## src/rtl/tdm_demux.sv

```systemverilog
// Receive side of a 2-lane bit-interleaved link: routes serial bits to lanes and assembles word pairs.
// Optional per-lane even parity bit per frame when TDM_DEMUX_PARITY_EN is defined.
module tdm_demux #(
  parameter int WIDTH = 8
) (
  input  logic             clk,
  input  logic             rst_n,
  input  logic             bit_in,
  input  logic             bit_valid,
  input  logic             frame_sync,
  input  logic             word_ack,
  output logic [WIDTH-1:0] lane0_word,
  output logic [WIDTH-1:0] lane1_word,
  output logic             word_valid,
  output logic             lane_sel,
  output logic             overrun,
  output logic             parity_err
);

`ifdef TDM_DEMUX_PARITY_EN
  localparam int FRAME = WIDTH + 1;
`else
  localparam int FRAME = WIDTH;
`endif
  localparam int CW = (FRAME > 1) ? $clog2(FRAME) : 1;
  localparam logic [CW-1:0] LAST = CW'(FRAME - 1);

  logic [WIDTH-1:0] shreg0, shreg1;
  logic [WIDTH-1:0] next1;
  logic [CW-1:0]    count;
  logic             complete;
  logic             data_phase;

  // The parity pair occupies the final count slot and is never shifted into the words.
  always_comb begin
`ifdef TDM_DEMUX_PARITY_EN
    data_phase = (count != LAST);
`else
    data_phase = 1'b1;
`endif
    complete = bit_valid && !frame_sync && lane_sel && (count == LAST);
    next1    = data_phase ? {shreg1[WIDTH-2:0], bit_in} : shreg1;
  end

  always_ff @(posedge clk or negedge rst_n) begin
    if (!rst_n) begin
      shreg0   <= '0;
      shreg1   <= '0;
      count    <= '0;
      lane_sel <= 1'b0;
    end else if (frame_sync) begin
      shreg1 <= '0;
      count  <= '0;
      if (bit_valid) begin
        shreg0   <= {{(WIDTH-1){1'b0}}, bit_in};
        lane_sel <= 1'b1;
      end else begin
        shreg0   <= '0;
        lane_sel <= 1'b0;
      end
    end else if (bit_valid) begin
      if (!lane_sel) begin
        if (data_phase) shreg0 <= {shreg0[WIDTH-2:0], bit_in};
        lane_sel <= 1'b1;
      end else begin
        shreg1   <= next1;
        lane_sel <= 1'b0;
        count    <= (count == LAST) ? '0 : count + CW'(1);
      end
    end
  end

  always_ff @(posedge clk or negedge rst_n) begin
    if (!rst_n) begin
      lane0_word <= '0;
      lane1_word <= '0;
      word_valid <= 1'b0;
      overrun    <= 1'b0;
    end else if (complete && (!word_valid || word_ack)) begin
      lane0_word <= shreg0;
      lane1_word <= next1;
      word_valid <= 1'b1;
    end else if (complete) begin
      overrun <= 1'b1;
    end else if (word_ack && word_valid) begin
      word_valid <= 1'b0;
    end
  end

`ifdef TDM_DEMUX_PARITY_EN
  logic par0;
  logic pair_err;

  always_comb begin
    pair_err = (^shreg0 ^ par0) | (^shreg1 ^ bit_in);
  end

  // Lane0 parity bit is held until its lane1 partner arrives and completes the frame.
  always_ff @(posedge clk or negedge rst_n) begin
    if (!rst_n) begin
      par0       <= 1'b0;
      parity_err <= 1'b0;
    end else begin
      if (bit_valid && !frame_sync && !lane_sel && !data_phase) par0 <= bit_in;
      if (complete && (!word_valid || word_ack)) parity_err <= pair_err;
      else if (!complete && word_ack && word_valid) parity_err <= 1'b0;
    end
  end
`else
  assign parity_err = 1'b0;
`endif

endmodule

```

## config.mk

```make
export PLATFORM = sky130hd
export DESIGN_NAME = tdm_demux
export DESIGN_NICKNAME = d
export VERILOG_FILES = /design/src/rtl/tdm_demux.sv
export SDC_FILE = /design/constraint.sdc
export NUM_CORES = 1
export LEC_CHECK = 0
export BUFFER_PORTS_ARGS = -buffer_cell sky130_fd_sc_hd__buf_4
export CAP_MARGIN = 40
export CORE_MARGIN = 1.5
export CORE_UTILIZATION = 54
export DETAILED_ROUTE_END_ITERATION = 6
export PLACE_DENSITY = 0.73
export SYNTH_ARGS = -nofsm -noshare
export SYNTH_HDL_FRONTEND = slang
export SYNTH_SLANG_ARGS = --single-unit
```

## constraint.sdc

```tcl
create_clock -name clk -period 1.85 [get_ports clk]
set_input_delay 0 -clock clk [delete_from_list [all_inputs] [get_ports clk]]
set_output_delay 0 -clock clk [all_outputs]
set_load 0.02 [all_outputs]
```

Word level (Yosys, flattened, before mapping)
Index checks and enable logic that the tools add are counted.

cells by class
  add/sub/neg operators = 1
  eq/ne operators = 3
  multiplexer cells = 18
  bitwise operators = 1
  reductions and logical operators = 15

operators with widths
  cell                 count
  $mux 8               3
  $mux 7               3
  $mux 3               4
  $mux 1               8
  $reduce_and 2->1     4
  $reduce_bool 2->1    3
  $logic_and 1x1->1    5
  $add 3x1->3 const B  1
  $eq 3x3->1 const B   1
  $logic_not 1->1      2
  $ne 2x1->1 const B   1
  $ne 2x2->1 const B   1
  $logic_or 1x1->1     1
  $not 1->1            1

storage, ports and cells
  bits in registers = 37
  output and inout bits = 20
  logic and storage cells = 46

Longest topological paths before layout
Gate-level depths: netlist of the first run.

  word-level depth = 7
  mapped depth = 7
  mapped depth without buffers = 5

Worst setup path after synthesis of the first run
No wires, ideal clock.

  path type = register to register
  start point = register count[0]
  end point = register lane0_word[0]
  arrival = 1.448 ns
  required time = 1.725 ns
  setup slack = 0.277 ns
  cell stages (with the launch flop) = 8
  period minus slack after synthesis = 1.573 ns
  cell sequence = dfrtp_1 ha_1 ha_1 nand4b_2 nor2b_2 buf_6 buf_12 mux2_4

on the way
  longest elaborated chain between the ends = 3

RTL lines
  item                    RTL line  source
  from (decl)             30        logic [CW-1:0] count;
  from (signal assigned)  68        count <= (count == LAST) ? '0 : count + CW'(1);
  $eq 3x3->1              41        complete = bit_valid && !frame_sync && lane_sel && (count == LAST);
  $logic_and 1x1->1       41
  $logic_and 1x1->1       79        end else if (complete && (!word_valid || word_ack)) begin
  to (signal assigned)    80        lane0_word <= shreg0;
  to (decl)               12        output logic [WIDTH-1:0] lane0_word,

No other way between the ends.
A chain may end at the register's enable or synchronous reset.

Worst setup path after layout of the first run
  start point = register count[0]
  end point = register lane1_word[0]

on the way
  longest elaborated chain between the ends = 3

RTL lines
  item                  RTL line  source
  $eq 3x3->1            41
  $logic_and 1x1->1     41
  $logic_and 1x1->1     79
  to (signal assigned)  81        lane1_word <= next1;
  to (decl)             13        output logic [WIDTH-1:0] lane1_word,

No other way between the ends.

==> qor.csv, run 1 <==
stage;metric;value;unit
pwr;power.density;815;nW/um^2
floorplanning;io_pins;26;
critical_path;setup.worst_path.start_class;register;
placement;routabilityCongestion;0.763;
grt;antenna_found_initial;0;
floorplanning;die_x;56.4;microns
min_path;hp-class;in -> async;
floorplanning;rows;19;
detailed_routing;drc_errors;0;
detailed_routing;wirelength;2690;microns
placement;placed_area;1720;sq um
clocking;cts.hold.buffers_added;6;
grt;gr-total-overflow;0;
final_layout;drive_gt1_share;32.3;%
critical_path;cp-end-kind;register;
critical_path;required;2080;ps
final_layout;fillers;212;
detailed_routing;wl_met1;1230;microns
clocking;cts.path.max_buffers;2;
clocking;clk_pin_slew;110;ps
final_layout;area_growth;21.1;%
floorplanning;initial_core_util;56.3;%
critical_path;critPathTopFamily;flip-flops;
placement;hpwlAfterDp;1820;microns
floorplanning;die_h;56.4;microns
detailed_routing;vias;1008;
detailed_routing;routed_via_density;5.25;
detailed_routing;ant_nets;0;
yosys;ys_warn_count;0;
clocking;clk_latency;330;ps
timing;fin_setup_tns;0;ps
placement;portBuffers;24;
critical_path;worstPathCellList;ha_1 > ha_1 > nand4b_2 > nor2b_2 > buf_4 > mux2_2;
critical_path;crit_buf_inv;1;
yosys;synth_seq_cells;37;
yosys;synthCells;129;
detailed_routing;dr_wl_met2;1310;microns
final_layout;stdcell_area;1870;sq um
clocking;cts_setup_buffers;0;
critical_path;critical_path.max_stage_delay;390;ps
timing;skew;8.60;ps
yosys;ys_top_cells_by_count;dfrtp_1 (37), nand2_1 (36), a21oi_1 (17);
timing;rsz0062_at_grt;false;
yosys;synthArstFlopShare;100;%
yosys;synth_ff_type;dfrtp_1;
detailed_routing;dr_wl_met3;105;microns
yosys;synth_nets;137;
detailed_routing;routed.top_layer;met4;
clocking;numClockSinks;37;
clocking;root_buffer;clkbuf_4;
timing;fmax;0.595;GHz
detailed_routing;wl_per_cell;14.0;microns
run_status;status;finished, final reports clean;
floorplanning;core;2730;sq um
clocking;ctsHtreeMaxLevel;2;
yosys;syn-cell-area;1540;sq um
critical_path;cpMostUsedCell;ha_1;
yosys;seq_area_frac_synth;60.1;%
grt;grt_pass1_vias;1017;
timing;drv_slew;0;
grt;track_usage;19.3;%
final_layout;layout.nets;168;
final_layout;n_antenna_cell;0;
yosys;post_synth_num_cell_types;21;
run;drv_cap;0;
timing;setup_viol;0;
timing;finalHoldViolCount;0;
yosys;yosys.area.top_type;dfrtp_1;
critical_path;cp_slowest_cell;dfrtp_1;
detailed_routing;dr.first_iter.drc_count;26;
pwr;max-vdd-ir-drop;0.000733;V
critical_path;crit_type;reg -> reg;
pwr;cellLeakagePower;0.923;nW
yosys;synth-edff-count;0;
timing;fin_crit_sh;90.8;%
timing;min_period;1680;ps
clocking;cts_tree;done;
yosys;synth.area.top_cells;dfrtp_1 (60%), mux2_4 (9.7%), nand2_1 (8.8%), a21oi_1 (5.5%), mux2_2 (4.4%);
critical_path;crit_path_max_fanout;8;
grt;grt_start_max_net_pins;38;
clocking;post_cts_resized;0;
clocking;numCtsBuffers;5;
yosys;synth.most_common_cell;dfrtp_1;
yosys;synth.top_cell.area_share;60.1;%
grt;grt_pass1_wl;4620;microns
critical_path;worstPathArrival;1910;ps
detailed_routing;dr.pass1.iters;4;
yosys;avgSynthCellArea;11.9;sq um
floorplanning;fp.dieArea;3180;sq um
## registers in the layout (all words and copies together), names as in the netlist
name	cells
count	3
lane0_word	8
lane1_word	8
lane_sel	1
overrun	1
shreg0	8
shreg1	7
word_valid	1
## cells in the final DEF (no fill, tap or decap), drive strengths merged
| cell type | synthesis | layout |
|---|---|---|
| a21oi | 17 | 17 |
| and2 | 1 | 1 |
| buf | 3 | 26 |
| bufinv | 0 | 1 |
| clkbuf | 5 | 6 |
| clkinvlp | 0 | 1 |
| conb | 1 | 1 |
| dfrtp | 37 | 37 |
| dlygate4sd3 | 0 | 6 |
| ha | 2 | 2 |
| mux2 | 16 | 16 |
| nand2 | 36 | 36 |
| nand2b | 3 | 3 |
| nand3 | 1 | 1 |
| nand3b | 1 | 1 |
| nand4b | 1 | 1 |
| nor2b | 2 | 2 |
| o21bai | 1 | 1 |
| or3 | 1 | 1 |
| xnor2 | 1 | 1 |
## worst register-to-register path, stage by stage, from the launching register on
cell and delay, ps:
dfrtp_1 390, ha_1 170, ha_1 170, nand4b_2 140, nor2b_2 150, buf_4 200
mux2_2 350
## where the power goes
group | switching (mW) | leakage [nW] | internal [mW]
combinational | 0.0647 | 0.367 | 0.0352
sequential | 0.0141 | 0.512 | 0.821
clock | 0.264 | 0.0445 | 0.321
## layout make-up
class	count	area, sq um	share of cell area (%)
Timing Repair Buffer	32	255	13.7
Clock buffer	6	51.3	2.75
Multi-Input combinational cell	84	557	29.8
Clock inverter	2	37.5	2.01
Sequential cell	37	926	49.6
Tap cell	31	38.8	2.08
## cells by family after synthesis
| family | synth area share, % |
|---|---|
| compound gates | 6.01 |
| xor+xnor | 0.569 |
| fa+ha+maj | 1.62 |
| buf+inv | 3.74 |
| flops | 60.1 |
| mux | 14.1 |
| other cells | 0.243 |
| simple gates | 13.6 |
## metal layers
metal	vias up	global-route usage, %
li1	488	-
met4	0	9.18
met3	7	5.07
met5	-	0
met1	488	25.0
met2	25	30.4
## through the flow
step | util [%] | total power, mW | instances | setup slack [ps] | hold slack [ps]
floorplan | - | 0.900 | 129 | 277 | -296
global placement | 62.8 | 0.938 | 178 | 251 | -21.6
detailed placement | 62.8 | 0.940 | 178 | 206 | -18.7
CTS | 68.2 | 1.54 | 192 | 159 | 153
global route | 68.2 | 1.58 | 192 | 74.2 | 189
finish | 68.2 | 1.52 | 192 | 170 | 152
## path summary, 6_finish.rpt
kind | cells after the start | from | end | slack (ps)
worst min register to register | 1 | overrun | overrun | 500
max in group asynchronous | 2 | rst_n | shreg0[2] | 1370
worst min-delay path | 2 | rst_n | lane0_word[4] | 150
min in group clk | 3 | bit_valid | lane_sel | 440
worst max register to register | 6 | count[0] | lane1_word[0] | 170
worst max-delay path | 6 | count[0] | lane1_word[0] | 170
No activity file was read; power rests on OpenSTA's default activity.
==> run 2: changes to the inputs <==
--- a/config.mk
+++ b/config.mk
@@ -7,6 +7,7 @@
 export LEC_CHECK = 0
 export BUFFER_PORTS_ARGS = -buffer_cell sky130_fd_sc_hd__buf_4
 export CAP_MARGIN = 40
+export CORE_ASPECT_RATIO = 1.4
 export CORE_MARGIN = 1.5
 export CORE_UTILIZATION = 54
 export DETAILED_ROUTE_END_ITERATION = 6
==> qor.csv, run 2 (synthesized netlist as in run 1, its figures left out) <==
stage;metric;value;unit
min_path;hp-class;in -> async;
timing;setup_viol;0;
clocking;cts_setup_buffers;0;
detailed_routing;wl_per_cell;13.8;microns
timing;drv_slew;0;
final_layout;reg_top3;lane0_word: 8 flops, lane1_word: 8 flops, shreg0: 8 flops;
clocking;numCtsBuffers;5;
floorplanning;die_x;48.1;microns
timing;fin_crit_sh;89.2;%
detailed_routing;wirelength;2700;microns
critical_path;crit_type;reg -> reg;
pwr;max-vdd-ir-drop;0.000532;V
clocking;post_cts_resized;0;
critical_path;reg2reg_slack;200;ps
grt;grt_pass1_wl;4490;microns
timing;fin_setup_tns;0;ps
final_layout;n_antenna_cell;0;
detailed_routing;routed_via_density;5.12;
clocking;cts.hold.buffers_added;5;
timing;finalHoldViolCount;0;
clocking;root_buffer;clkbuf_4;
pwr;p_clk_share;30.2;%
placement;portBuffers;24;
final_layout;final_common_cell;dfrtp_1;
timing;fmax;0.606;GHz
pwr;p_comb_share;7.3;%
timing;min_period;1650;ps
critical_path;setup.worst_path.start;count[0];
final_layout;layout.nets;167;
critical_path;setup.worst_path.start_class;register;
grt;grt_start_max_net_pins;38;
floorplanning;rows;22;
pwr;seqPwrFrac;62.4;%
floorplanning;die_h;66.2;microns
critical_path;required;2080;ps
clocking;numClockSinks;37;
run;drv_cap;0;
detailed_routing;vias;1004;
final_layout;area_growth;18.4;%
placement;dp_cells;183;
pwr;total_power;1.34;mW
placement;hpwlAfterDp;1870;microns
final_layout;drive_gt1_share;31.9;%
detailed_routing;dr.pass1.iters;3;
final_layout;layout_common_cells;dfrtp_1 (37), nand2_1 (36), buf_4 (26);
placement;routabilityCongestion;0.775;
grt;grt_pass1_vias;987;
clocking;cts.path.max_buffers;2;
pwr;power.density;732;nW/um^2
timing;skew;5.87;ps
critical_path;r2r_start;count[0];
clocking;ctsHtreeMaxLevel;2;
floorplanning;initial_core_util;57.7;%
floorplanning;io_pins;26;
clocking;clk_latency;340;ps
critical_path;r2r_cells;6;
run_status;status;finished, final reports clean;
critical_path;worstPathArrival;1880;ps
timing;rsz0062_at_grt;false;
critical_path;r2r-end;lane1_word[0];
detailed_routing;ant_nets;0;
detailed_routing;dr.first_iter.drc_count;37;
critical_path;cp-end-kind;register;
pwr;cellLeakagePower;0.904;nW
floorplanning;core;2670;sq um
pwr;switchingPower;0.336;mW
pwr;p_int;0.999;mW
grt;gr-total-overflow;0;
final_layout;final_cells;196;
floorplanning;fp.dieArea;3190;sq um
detailed_routing;drc_errors;0;
clocking;clk_pin_slew;100;ps
final_layout;fillers;222;
grt;antenna_found_initial;0;
critical_path;crit_path_max_fanout;8;
pwr;swShare;25.2;%
grt;track_usage;20.4;%
clocking;cts_tree;done;
[run 2: changes by cell type in the layout (fill, tap and decap cells not counted), sizes merged]
cell         before  now
dlygate4sd3       6    5
clkinvlp          1    0
bufinv            1    0
clkinv            0    2
[run 2: layout make-up]
cell class	instances	area (sq um)	area share (%)
clock inverter	2	10.0	0.549
multi-input combinational	84	557	30.5
clock buffer	6	41.3	2.26
tap	36	45.0	2.47
sequential	37	926	50.8
timing repair buffer	31	245	13.4
[run 2: how the worst max path moves through the flow]
stage                         end  cells after the start
floorplan           lane0_word[0]                      7
global placement    lane1_word[4]                      6
detailed placement  lane1_word[0]                      6
CTS                 lane1_word[0]                      6
global route        lane1_word[5]                      6
finish              lane1_word[0]                      6
[run 2: metrics by stage]
step                setup slack, ps  utilization, %  hold slack [ps]  instance area [sq um]
global placement                274            64.5            -27.6                   1720
floorplan                       277               -             -296                   1540
detailed placement              205            64.5            -12.2                   1720
finish                          200            68.3              138                   1820
global route                   59.2            68.3              195                   1820
CTS                             189            68.3              138                   1820
[run 2: worst max-delay path, stage by stage, from the launching register on]
cell	delay, ps
dfrtp_1	380
ha_1	170
ha_1	170
nand4b_2	130
nor2b_2	150
buf_4	200
mux2_2	350
[run 2: power groups by stage]
stage | sequential (mW) | clock, mW | combinational (mW)
floorplan | 0.851 | 0 | 0.0491
global placement | 0.849 | 0 | 0.0882
detailed placement | 0.850 | 0 | 0.0910
CTS | 0.834 | 0.425 | 0.0998
global route | 0.837 | 0.449 | 0.110
finish | 0.834 | 0.404 | 0.0979
[run 2: routing by layer]
layer  routed length (microns)  part of all wire (%)  up-vias  GRT usage [%]
met3                        97                   3.6        7           6.83
li1                          -                     -      481              -
met2                      1430                    53       18           33.0
met5                         0                     0        -              0
met1                      1110                    41      498           23.9
met4                        65                   2.4        0           8.11
==> run 3: changes to the inputs <==
==> config.mk (replaced) <==
export PLATFORM = sky130hd
export DESIGN_NAME = tdm_demux
export DESIGN_NICKNAME = d
export VERILOG_FILES = /design/src/rtl/tdm_demux.sv
export SDC_FILE = /design/constraint.sdc
export NUM_CORES = 1
export LEC_CHECK = 0
export CAP_MARGIN = 20
export CORE_ASPECT_RATIO = 1.4
export CORE_MARGIN = 1.5
export CORE_UTILIZATION = 35
export DETAILED_ROUTE_END_ITERATION = 6
export DONT_BUFFER_PORTS = 1
export PLACE_DENSITY = 0.45
export SYNTH_ARGS = -nofsm -noshare
export SYNTH_HDL_FRONTEND = slang
export SYNTH_SLANG_ARGS = --single-unit
==> qor.csv, run 3 (synthesized netlist as in run 1, its figures left out) <==
stage;metric;value;unit
detailed_routing;routed_via_density;4.66;
clocking;root_buffer;clkbuf_8;
timing;fin_crit_sh;90.2;%
pwr;p_clk_share;43.8;%
final_layout;layout_common_cells;dfrtp_1 (37), nand2_1 (36), a21oi_1 (17);
clocking;ctsHtreeMaxLevel;2;
critical_path;crit_type;in -> reg;
floorplanning;io_pins;26;
detailed_routing;dr.first_iter.drc_count;29;
clocking;numCtsBuffers;5;
final_layout;final_cells;199;
timing;rsz0062_at_grt;false;
floorplanning;rows;28;
timing;finalHoldViolCount;0;
pwr;switchingPower;0.367;mW
pwr;total_power;1.66;mW
final_layout;n_antenna_cell;0;
grt;antenna_found_initial;0;
critical_path;cp-end-kind;register;
pwr;max-vdd-ir-drop;0.000489;V
detailed_routing;vias;928;
floorplanning;core;4240;sq um
detailed_routing;drc_errors;0;
critical_path;r2r_cells;6;
placement;hpwlAfterDp;1870;microns
floorplanning;initial_core_util;36.3;%
detailed_routing;wirelength;2760;microns
floorplanning;die_x;59.1;microns
clocking;cts.path.max_buffers;2;
final_layout;final_common_cell;dfrtp_1;
final_layout;reg_top3;lane0_word: 8 flops, lane1_word: 8 flops, shreg0: 8 flops;
timing;skew;6.69;ps
clocking;clk_pin_slew;80;ps
placement;dp_cells;185;
run_status;status;finished, final reports clean;
final_layout;drive_gt1_share;22.3;%
timing;slew_headroom;51.8;%
critical_path;required;2030;ps
final_layout;fillers;434;
min_path;whs_path_depth;3;
grt;grt_pass1_wl;4610;microns
clocking;cts_tree;done;
grt;track_usage;13.3;%
grt;grt_pass1_vias;980;
final_layout;area_growth;15.4;%
timing;min_period;1670;ps
floorplanning;fp.dieArea;4810;sq um
critical_path;crit_path_max_fanout;20;
grt;grt_start_max_net_pins;38;
detailed_routing;ant_nets;0;
pwr;cellLeakagePower;0.821;nW
floorplanning;die_h;81.5;microns
pwr;power.density;934;nW/um^2
clocking;cts_setup_buffers;0;
critical_path;worstPathArrival;1850;ps
clocking;numClockSinks;37;
timing;fin_setup_tns;0;ps
pwr;p_int;1.29;mW
grt;gr-total-overflow;0;
timing;drv_slew;0;
placement;portBuffers;0;
timing;tightest_slew;720;ps
clocking;clk_latency;290;ps
pwr;swShare;22.1;%
timing;setup_viol;0;
placement;routabilityCongestion;0.669;
detailed_routing;dr.pass1.iters;2;
pwr;p_comb_share;6.2;%
pwr;seqPwrFrac;50.0;%
clocking;post_cts_resized;0;
detailed_routing;wl_per_cell;13.9;microns
final_layout;layout.nets;146;
min_path;hp-class;in -> reg;
timing;fmax;0.599;GHz
clocking;cts.hold.buffers_added;6;
critical_path;setup.worst_path.start_class;input pin;
run;drv_cap;0;
-- run 3: cell count changes in the layout (fill, tap and decap cells not counted) --
cell        change
clkbuf_8        +6
bufinv_16       +1
clkinvlp_4      +1
clkbuf_1        -1
buf_4          -22
buf_12          +1
clkbuf_4        -5
clkinv_2        -2
-- run 3: cell type report --
class | count | area (sq um) | share of cell area (%)
clock buffer | 6 | 82.6 | 4.64
tap | 60 | 75.1 | 4.22
timing repair buffer | 10 | 100 | 5.63
multi-input combinational | 84 | 557 | 31.3
sequential | 37 | 926 | 52.1
clock inverter | 2 | 37.5 | 2.11
-- run 3: per-layer routing --
| layer | wire (microns) | share of wire (%) | global-route usage [%] | vias to the layer above |
|---|---|---|---|---|
| met1 | 1120 | 40 | 13.4 | 465 |
| met5 | 0 | 0 | 0 | - |
| met2 | 1480 | 54 | 23.2 | 17 |
| li1 | - | - | - | 440 |
| met4 | 51 | 1.8 | 6.14 | 0 |
| met3 | 111 | 4.0 | 5.67 | 6 |
-- run 3: path summary, 6_finish.rpt --
| path | slack [ps] | endpoint | startpoint |
|---|---|---|---|
| max | 180 | lane1_word[0] | frame_sync |
| min | 70 | shreg0[3] | bit_valid |
| max reg2reg | 210 | lane1_word[0] | count[1] |
| min reg2reg | 530 | lane1_word[7] | shreg1[6] |
| max in group asynchronous | 1500 | lane1_word[6] | rst_n |
| min in group asynchronous | 170 | shreg0[0] | rst_n |
-- run 3: through the flow --
stage	utilization (%)	worst slack, ps	cell area (sq um)	hold WS (ps)
2_1_floorplan	-	277	1540	-296
3_3_place_gp	37.5	242	1590	-295
3_5_place_dp	37.5	206	1590	-295
4_1_cts	41.9	161	1780	68.9
5_1_grt	41.9	84.3	1780	70.3
6_report	41.9	181	1780	65.7
-- run 3: critical path: stages --
cell and delay [ps]:
dlygate4sd3_1 800, nand4b_2 350, nor2b_2 150, buf_4 200, mux2_2 340
-- run 3: power groups by stage --
stage	combinational (mW)	sequential (mW)	clock, mW
floorplan	0.0491	0.851	0
global placement	0.0670	0.846	0
detailed placement	0.0671	0.847	0
CTS	0.106	0.830	0.743
global route	0.116	0.832	0.783
finish	0.103	0.830	0.727
